`src/rtl/lcd_fb_arbiter_if.sv`:
```
// lcd_fb_arbiter_if
//  Bundles the two frame-buffer writer handshakes and the single-port RAM bus.
//  slave  : the arbiter side (takes writer requests, drives the RAM port)
//  master : the environment side (writers issue requests, RAM returns read data)
//  Writer  : wrN_req / wrN_addr / wrN_data in, wrN_ack out (accept = req & ack at edge)
//  RAM     : ram_en / ram_we / ram_addr / ram_wdata out, ram_rdata in (1-cycle read latency)
interface lcd_fb_arbiter_if #(
  parameter int ADDR_W = 19
);
  logic              wr0_req;
  logic [ADDR_W-1:0] wr0_addr;
  logic [15:0]       wr0_data;
  logic              wr0_ack;
  logic              wr1_req;
  logic [ADDR_W-1:0] wr1_addr;
  logic [15:0]       wr1_data;
  logic              wr1_ack;
  logic              ram_en;
  logic              ram_we;
  logic [ADDR_W-1:0] ram_addr;
  logic [15:0]       ram_wdata;
  logic [15:0]       ram_rdata;

  modport master (
    output wr0_req, wr0_addr, wr0_data, input wr0_ack,
    output wr1_req, wr1_addr, wr1_data, input wr1_ack,
    input  ram_en, ram_we, ram_addr, ram_wdata,
    output ram_rdata
  );

  modport slave (
    input  wr0_req, wr0_addr, wr0_data, output wr0_ack,
    input  wr1_req, wr1_addr, wr1_data, output wr1_ack,
    output ram_en, ram_we, ram_addr, ram_wdata,
    input  ram_rdata
  );
endinterface

```
`src/rtl/lcd_fb_arbiter.sv`:
```
// lcd_fb_arbiter
//  Owns the single-port RGB565 frame-buffer RAM behind the LCD timing driver.
//  Display scan reads always win; the two writers (0 = plotter, 1 = overlay) share
//  the remaining cycles round-robin with a burst cap. Read data is expanded to RGB888.
// Ports
//  lcd_pclk, rst_n : pixel clock, async active-low reset
//  frame_start     : vsync level, holds the scan address at 0
//  rd_req          : scan data request; pixel_data valid the following cycle
//  pixel_data      : RGB888 expansion of ram_rdata (combinational)
//  drop_cnt        : saturating count of writes dropped for address >= FB_DEPTH
//  bus             : writer handshakes + RAM port (lcd_fb_arbiter_if.slave)
module lcd_fb_arbiter #(
  parameter int ADDR_W    = 19,
  parameter int FB_DEPTH  = 384000,
  parameter int MAX_BURST = 16
) (
  input  logic              lcd_pclk,
  input  logic              rst_n,
  input  logic              frame_start,
  input  logic              rd_req,
  output logic [23:0]       pixel_data,
  output logic [7:0]        drop_cnt,
  lcd_fb_arbiter_if.slave   bus
);

  localparam int BW = $clog2(MAX_BURST + 1);

  typedef enum logic [1:0] {IDLE, GNT0, GNT1} st_t;

  st_t               state, state_nxt;
  logic              rr_ptr, rr_nxt;
  logic [BW-1:0]     burst_cnt, burst_nxt;
  logic [ADDR_W-1:0] rd_addr;

  // Writers viewed as a 2-entry array so the granted one is picked by index.
  logic [1:0]             req;
  logic [1:0][ADDR_W-1:0] waddr;
  logic [1:0][15:0]       wdata;
  logic                   gidx, oidx, accept, in_range, burst_end;

  assign req   = {bus.wr1_req,  bus.wr0_req};
  assign waddr = {bus.wr1_addr, bus.wr0_addr};
  assign wdata = {bus.wr1_data, bus.wr0_data};

  assign gidx      = (state == GNT1);
  assign oidx      = ~gidx;
  assign accept    = (state != IDLE) & req[gidx] & ~rd_req;
  assign in_range  = 32'(waddr[gidx]) < 32'(FB_DEPTH);
  // This accept brings the burst count up to the cap.
  assign burst_end = (burst_cnt == BW'(MAX_BURST - 1));

  // State register
  always_ff @(posedge lcd_pclk or negedge rst_n) begin
    if (!rst_n) begin
      state     <= IDLE;
      rr_ptr    <= 1'b0;
      burst_cnt <= '0;
    end else begin
      state     <= state_nxt;
      rr_ptr    <= rr_nxt;
      burst_cnt <= burst_nxt;
    end
  end

  // Next state. A read stall freezes grant, pointer and burst count.
  always_comb begin
    state_nxt = state;
    rr_nxt    = rr_ptr;
    burst_nxt = burst_cnt;
    case (state)
      IDLE: begin
        if (req[0] & req[1]) state_nxt = rr_ptr ? GNT1 : GNT0;
        else if (req[0])     state_nxt = GNT0;
        else if (req[1])     state_nxt = GNT1;
      end
      GNT0, GNT1: begin
        if (!rd_req) begin
          if (req[gidx]) begin
            if (burst_end) begin
              burst_nxt = '0;
              if (req[oidx]) begin
                state_nxt = oidx ? GNT1 : GNT0;
                rr_nxt    = oidx;
              end
            end else begin
              burst_nxt = burst_cnt + 1'b1;
            end
          end else begin
            burst_nxt = '0;
            rr_nxt    = oidx;
            state_nxt = req[oidx] ? (oidx ? GNT1 : GNT0) : IDLE;
          end
        end
      end
      default: state_nxt = IDLE;
    endcase
  end

  // Outputs. Reads own the port; an out-of-range write is acked but never reaches RAM.
  always_comb begin
    bus.wr0_ack   = (state == GNT0) & req[0] & ~rd_req;
    bus.wr1_ack   = (state == GNT1) & req[1] & ~rd_req;
    bus.ram_en    = rd_req;
    bus.ram_we    = 1'b0;
    bus.ram_addr  = rd_addr;
    bus.ram_wdata = wdata[gidx];
    if (accept & in_range) begin
      bus.ram_en   = 1'b1;
      bus.ram_we   = 1'b1;
      bus.ram_addr = waddr[gidx];
    end
  end

  // Scan address and drop counter
  always_ff @(posedge lcd_pclk or negedge rst_n) begin
    if (!rst_n) begin
      rd_addr  <= '0;
      drop_cnt <= '0;
    end else begin
      if (frame_start)  rd_addr <= '0;
      else if (rd_req)  rd_addr <= rd_addr + 1'b1;
      if (accept & ~in_range & (drop_cnt != 8'hFF)) drop_cnt <= drop_cnt + 8'd1;
    end
  end

  // RGB565 -> RGB888 by replicating each channel's MSBs into the new LSBs.
  assign pixel_data = {bus.ram_rdata[15:11], bus.ram_rdata[15:13],
                       bus.ram_rdata[10:5],  bus.ram_rdata[10:9],
                       bus.ram_rdata[4:0],   bus.ram_rdata[4:2]};

endmodule

```
`src/flat_wrapper.sv`:
```
// flat-port wrapper written by rule: the top's interface ports become plain ports
module lcd_fb_arbiter_flat 
#(
  parameter int ADDR_W    = 19,
  parameter int FB_DEPTH  = 384000,
  parameter int MAX_BURST = 16
)
  (lcd_pclk, rst_n, frame_start, rd_req, pixel_data, drop_cnt, bus_wr0_req, bus_wr0_addr, bus_wr0_data, bus_wr0_ack, bus_wr1_req, bus_wr1_addr, bus_wr1_data, bus_wr1_ack, bus_ram_en, bus_ram_we, bus_ram_addr, bus_ram_wdata, bus_ram_rdata);
  lcd_fb_arbiter_if #(.ADDR_W(ADDR_W)) bus_i ();
  input  logic lcd_pclk;
  input  logic rst_n;
  input  logic frame_start;
  input  logic rd_req;
  output logic [23:0] pixel_data;
  output logic [7:0] drop_cnt;
  input wire logic [$bits(bus_i.wr0_req)-1:0] bus_wr0_req;
  input wire logic [$bits(bus_i.wr0_addr)-1:0] bus_wr0_addr;
  input wire logic [$bits(bus_i.wr0_data)-1:0] bus_wr0_data;
  output wire logic [$bits(bus_i.wr0_ack)-1:0] bus_wr0_ack;
  input wire logic [$bits(bus_i.wr1_req)-1:0] bus_wr1_req;
  input wire logic [$bits(bus_i.wr1_addr)-1:0] bus_wr1_addr;
  input wire logic [$bits(bus_i.wr1_data)-1:0] bus_wr1_data;
  output wire logic [$bits(bus_i.wr1_ack)-1:0] bus_wr1_ack;
  output wire logic [$bits(bus_i.ram_en)-1:0] bus_ram_en;
  output wire logic [$bits(bus_i.ram_we)-1:0] bus_ram_we;
  output wire logic [$bits(bus_i.ram_addr)-1:0] bus_ram_addr;
  output wire logic [$bits(bus_i.ram_wdata)-1:0] bus_ram_wdata;
  input wire logic [$bits(bus_i.ram_rdata)-1:0] bus_ram_rdata;
  assign bus_i.wr0_req = bus_wr0_req;
  assign bus_i.wr0_addr = bus_wr0_addr;
  assign bus_i.wr0_data = bus_wr0_data;
  assign bus_wr0_ack = bus_i.wr0_ack;
  assign bus_i.wr1_req = bus_wr1_req;
  assign bus_i.wr1_addr = bus_wr1_addr;
  assign bus_i.wr1_data = bus_wr1_data;
  assign bus_wr1_ack = bus_i.wr1_ack;
  assign bus_ram_en = bus_i.ram_en;
  assign bus_ram_we = bus_i.ram_we;
  assign bus_ram_addr = bus_i.ram_addr;
  assign bus_ram_wdata = bus_i.ram_wdata;
  assign bus_i.ram_rdata = bus_ram_rdata;
  lcd_fb_arbiter #(.ADDR_W(ADDR_W), .FB_DEPTH(FB_DEPTH), .MAX_BURST(MAX_BURST)) u_core (.lcd_pclk(lcd_pclk), .rst_n(rst_n), .frame_start(frame_start), .rd_req(rd_req), .pixel_data(pixel_data), .drop_cnt(drop_cnt), .bus(bus_i));
endmodule
```
`config.mk`:
```
export PLATFORM = sky130hd
export DESIGN_NAME = lcd_fb_arbiter_flat
export DESIGN_NICKNAME = d
export VERILOG_FILES = /design/src/rtl/lcd_fb_arbiter_if.sv /design/src/rtl/lcd_fb_arbiter.sv /design/src/flat_wrapper.sv
export SDC_FILE = /design/constraint.sdc
export NUM_CORES = 1
export LEC_CHECK = 0
export ABC_AREA = 0
export ABC_CLOCK_PERIOD_IN_PS = 4050
export BUFFER_PORTS_ARGS = -buffer_cell sky130_fd_sc_hd__buf_2
export CORE_MARGIN = 2
export CORE_UTILIZATION = 43
export DETAILED_ROUTE_END_ITERATION = 10
export PLACE_DENSITY_LB_ADDON = 0.3
export SYNTH_ARGS = -nofsm -noshare
export SYNTH_HDL_FRONTEND = slang
export SYNTH_SLANG_ARGS = --single-unit
```
`constraint.sdc`:
```
create_clock -name lcd_pclk -period 4.05 [get_ports lcd_pclk]
set_clock_uncertainty 0.15 [all_clocks]
set_input_delay 0.405 -clock lcd_pclk [delete_from_list [all_inputs] [get_ports lcd_pclk]]
set_output_delay 0.405 -clock lcd_pclk [all_outputs]
set_load 0.02 [all_outputs]
```
==> reports/qor.log <==
qor: sta.timing_worst_slew_pin_value 0.764 ns
qor: final_layout.multiInputGateArea 1580 sq um
qor: synthesis.synth_enable_flop_cells 0
qor: clock_network.tritoncts.num_buffers 5
qor: sta.setup_total_negative_slack 0 ns
qor: worst_setup_path.setup.worst_path.start_class flop
qor: clock_network.maximum_root_to_sink_buffer_count 2
qor: final_layout.finish.utilization 53.8%
qor: clock_network.htree_num_levels 2
qor: global_route.vias_in_the_first_global_route 2,427
qor: synthesis.syn_area 2730 sq um
qor: die.ioPinCount 163
qor: worst_setup_path.critPathMaxFanout 17
qor: global_route.grt.total_usage 18.5%
qor: synthesis.ys_async_sr_fraction 100%
qor: placement.dp_hpwl 4960 um
qor: synthesis.most_used_standard_cell_by_instance_count_after_synthesis nor2_1
qor: detailed_routing.antenna_violating_nets_post_route 0
qor: worst_setup_path.critPathKind reg -> out
qor: worst_setup_path.arrival 3.09 ns
qor: die.die_height 83.6 um
qor: worst_setup_path.r2r-end u_core.drop_cnt[6]$_DFFE_PN0P_
qor: sta.report.final.setup_viol 0
qor: pwr.pwr_density_cell 501 nW/um^2
qor: final_layout.final-seq-area 876 sq um
qor: final_layout.num_antenna_cells 0
qor: global_route.global_route.overflow_total 0
qor: synthesis.synth_cell_type_count 47
qor: synthesis.yosys-top-cells-area dfrtp_1 32%, mux2_2 7.8%, buf_4 7.4%
qor: synthesis.synthCells 312
qor: sta.final_period_minus_worst_setup_slack 3.65 ns
qor: global_route.grt_antenna_before_repair 0
qor: clock_network.ctsHoldBuffers 0
qor: sta.relSlewSlack 49.0%
qor: global_route.globalRouteMet1Util 23.3%
qor: detailed_routing.route.vias.total 2,490
qor: pwr.power.leakage 1.70 nW
qor: detailed_routing.detailedRoute.firstIterationViolations 63
qor: synthesis.synth-main-ff-cell dfrtp_1
qor: die.die_width 83.6 um
qor: synthesis.synth.ff_latch_count 35
qor: synthesis.synthesis.nets 411
qor: synthesis.postSynthAreaPerCell 8.74 sq um
qor: placement.buffer_ports.inserted 122
qor: synthesis.synth_top_cells_by_count 44 x nor2_1, 35 x dfrtp_1, 28 x a21oi_1
qor: sta.part_of_the_cycle_the_worst_path_needs 90.0%
qor: detailed_routing.post_drt_via_cell_ratio 5.10
qor: global_route.grt_max_degree 36
qor: final_layout.layout.nets 509
qor: clock_network.postCtsSetupBuffers 0
qor: global_route.grt_first_pass_wirelength 10,900 um
qor: worst_setup_path.worst_setup_path_end_kind primary output
qor: die.num_rows 29
qor: clock_network.cts_num_sinks 35
qor: clock_network.ctsResizeCount 0
qor: placement.preCtsSetupSlack 0.536 ns
qor: clock_network.ctsRootBufferMaster clkbuf_8
qor: detailed_routing.firstDrtPassIters 4
qor: hold_path.hold_path.class in -> async
qor: die.design.core.area 6240 sq um
qor: worst_setup_path.required 3.49 ns
qor: synthesis.synth_largest_type_area_fraction 32.1%
qor: sta.post-route-worst-setup-slack 0.405 ns
qor: run.maxCapViolCount 0
qor: clock_network.clock_tree_from_tritoncts done
qor: placement.finalWeightedCongestion 0.883
qor: global_route.groute.layer.met3.usage 3.86%
qor: synthesis.yosys.area.top_type dfrtp_1
qor: synthesis.synth_seq_area_share 32.1%
qor: sta.fmax 0.274 GHz
qor: sta.timing_max_transition_violations_final 0
qor: worst_setup_path.worst-r2r-cell-count 9
qor: sta.hold_slack_final 0.0377 ns
qor: placement.numPlacedInstances 476
qor: detailed_routing.drc 0
qor: global_route.globalRoute.busiestLayer met2
qor: die.floorplan.die_area 7000 sq um
qor: final_layout.post_layout_nonfiller_instances 488
qor: run_status.outcome finished, final reports clean
qor: sta.rsz0062_at_grt no
qor: pwr.power.ir.vdd_worst 0.000190 V
qor: global_route.global_route_track_usage_on_met2 32.2%
qor: die.starting_density 43.7%
qor: clock_network.path_clk_slew 0.07 ns
qor: worst_setup_path.rrSetupSlack 0.98 ns
qor: worst_setup_path.r2r-start u_core.state[0]$_DFFE_PN0P_
qor: sta.final_hold_viol_count 0
qor: synthesis.ys_warn_count 0
qor: final_layout.area_delta_synth_final 23.2%
qor: final_layout.drive_gt1_share 40.6%
qor: clock_network.clkLatencyLatePin 0.28 ns
qor: detailed_routing.routedWlPerCell 13.1 um
qor: final_layout.filler_cell_count 598
qor: detailed_routing.totalWireLength 6380 um
==> stage by stage <==
step | total power [mW] | cell area [sq um]
3_3_place_gp | 1.33 | 3210
5_1_grt | 1.80 | 3360
4_1_cts | 1.68 | 3330
3_5_place_dp | 1.35 | 3210
2_1_floorplan | 1.14 | 2730
6_report | 1.68 | 3360
==> critical path: stages (launching register included) <==
cell	delay [ns]
dfrtp_1	0.42
inv_1	0.10
ha_2	0.47
nand2_1	0.15
and2_4	0.19
or3_1	0.42
nor3_4	0.36
buf_4	0.27
nor2_1	0.05
a21oi_1	0.18
buf_2	0.20
==> worst max-delay path by stage <==
stage                                 from                to  slack, ns  depth (start not counted)
4_1_cts        u_core.state[0]$_DFFE_PN0P_   bus_ram_addr[0]       0.21                         11
3_3_place_gp   u_core.state[0]$_DFFE_PN0P_   bus_ram_addr[0]       0.59                         10
6_report       u_core.state[0]$_DFFE_PN0P_   bus_ram_addr[0]       0.40                         10
5_1_grt        u_core.state[0]$_DFFE_PN0P_   bus_ram_addr[0]       0.19                         11
2_1_floorplan  u_core.state[0]$_DFFE_PN0P_  bus_ram_addr[12]       1.25                         10
3_5_place_dp   u_core.state[0]$_DFFE_PN0P_   bus_ram_addr[0]       0.54                         11
==> cell type report <==
cell class / instances / area share (%)
multi-input cells: 233 / 47.0
flip-flops and latches: 35 / 26.1
repair buffers: 130 / 20.0
well taps: 77 / 2.87
clock buffers: 6 / 2.46
clock inverters: 2 / 1.04
inverters: 5 / 0.559
==> flip-flops by register name, summed over array words and instances (netlist names) <==
register	flops
u_core.drop_cnt	8
u_core.state	2
u_core.rd_addr	19
u_core.burst_cnt	5
u_core.rr_ptr	1
==> report_power, final <==
part           internal [mW]  switching [mW]  total [mW]
Combinational          0.397           0.523       0.920
Sequential             0.392          0.0447       0.437
Clock                  0.199           0.129       0.328
==> routing by layer <==
metal / vias to the layer above / wire length [um]
met5: - / 0
met4: 0 / 68
met3: 8 / 319
met2: 63 / 3240
met1: 1173 / 2750
li1: 1246 / -
==> placed cells by master, fill, tap and decap left out, drive strengths merged <==
master | Yosys | layout
a21boi | 1 | 1
a21o | 1 | 1
a21oi | 30 | 30
a22o | 1 | 1
a311o | 1 | 1
and2 | 2 | 2
and3 | 8 | 8
and4 | 2 | 2
and4b | 1 | 1
buf | 34 | 130
bufinv | 0 | 1
clkbuf | 5 | 6
clkinv | 0 | 1
dfrtp | 35 | 35
ha | 7 | 7
inv | 5 | 5
mux2 | 22 | 22
mux2i | 18 | 18
nand2 | 17 | 17
nand2b | 4 | 4
nand3 | 14 | 14
nand3b | 1 | 1
nand4 | 5 | 5
nor2 | 44 | 44
nor2b | 4 | 4
nor3 | 6 | 6
nor3b | 2 | 2
o2111ai | 1 | 1
o211a | 1 | 1
o211ai | 1 | 1
o21ai | 8 | 8
o22ai | 2 | 2
or2 | 3 | 3
or3 | 3 | 3
or3b | 1 | 1
xnor2 | 9 | 9
xor2 | 13 | 13
==> cell families after synthesis <==
| kind of cell | count (synthesis) | synth area share, % |
|---|---|---|
| adders and majority gates | 7 | 3.21 |
| DFF | 35 | 32.1 |
| muxes | 40 | 15.8 |
| AOI/OAI and AO/OA | 47 | 9.91 |
| and+or+nand+nor | 117 | 21.6 |
| buffers and inverters | 44 | 10.3 |
| xor gates and xnor gates | 22 | 7.06 |
No activity file was read; power rests on OpenSTA's default activity.
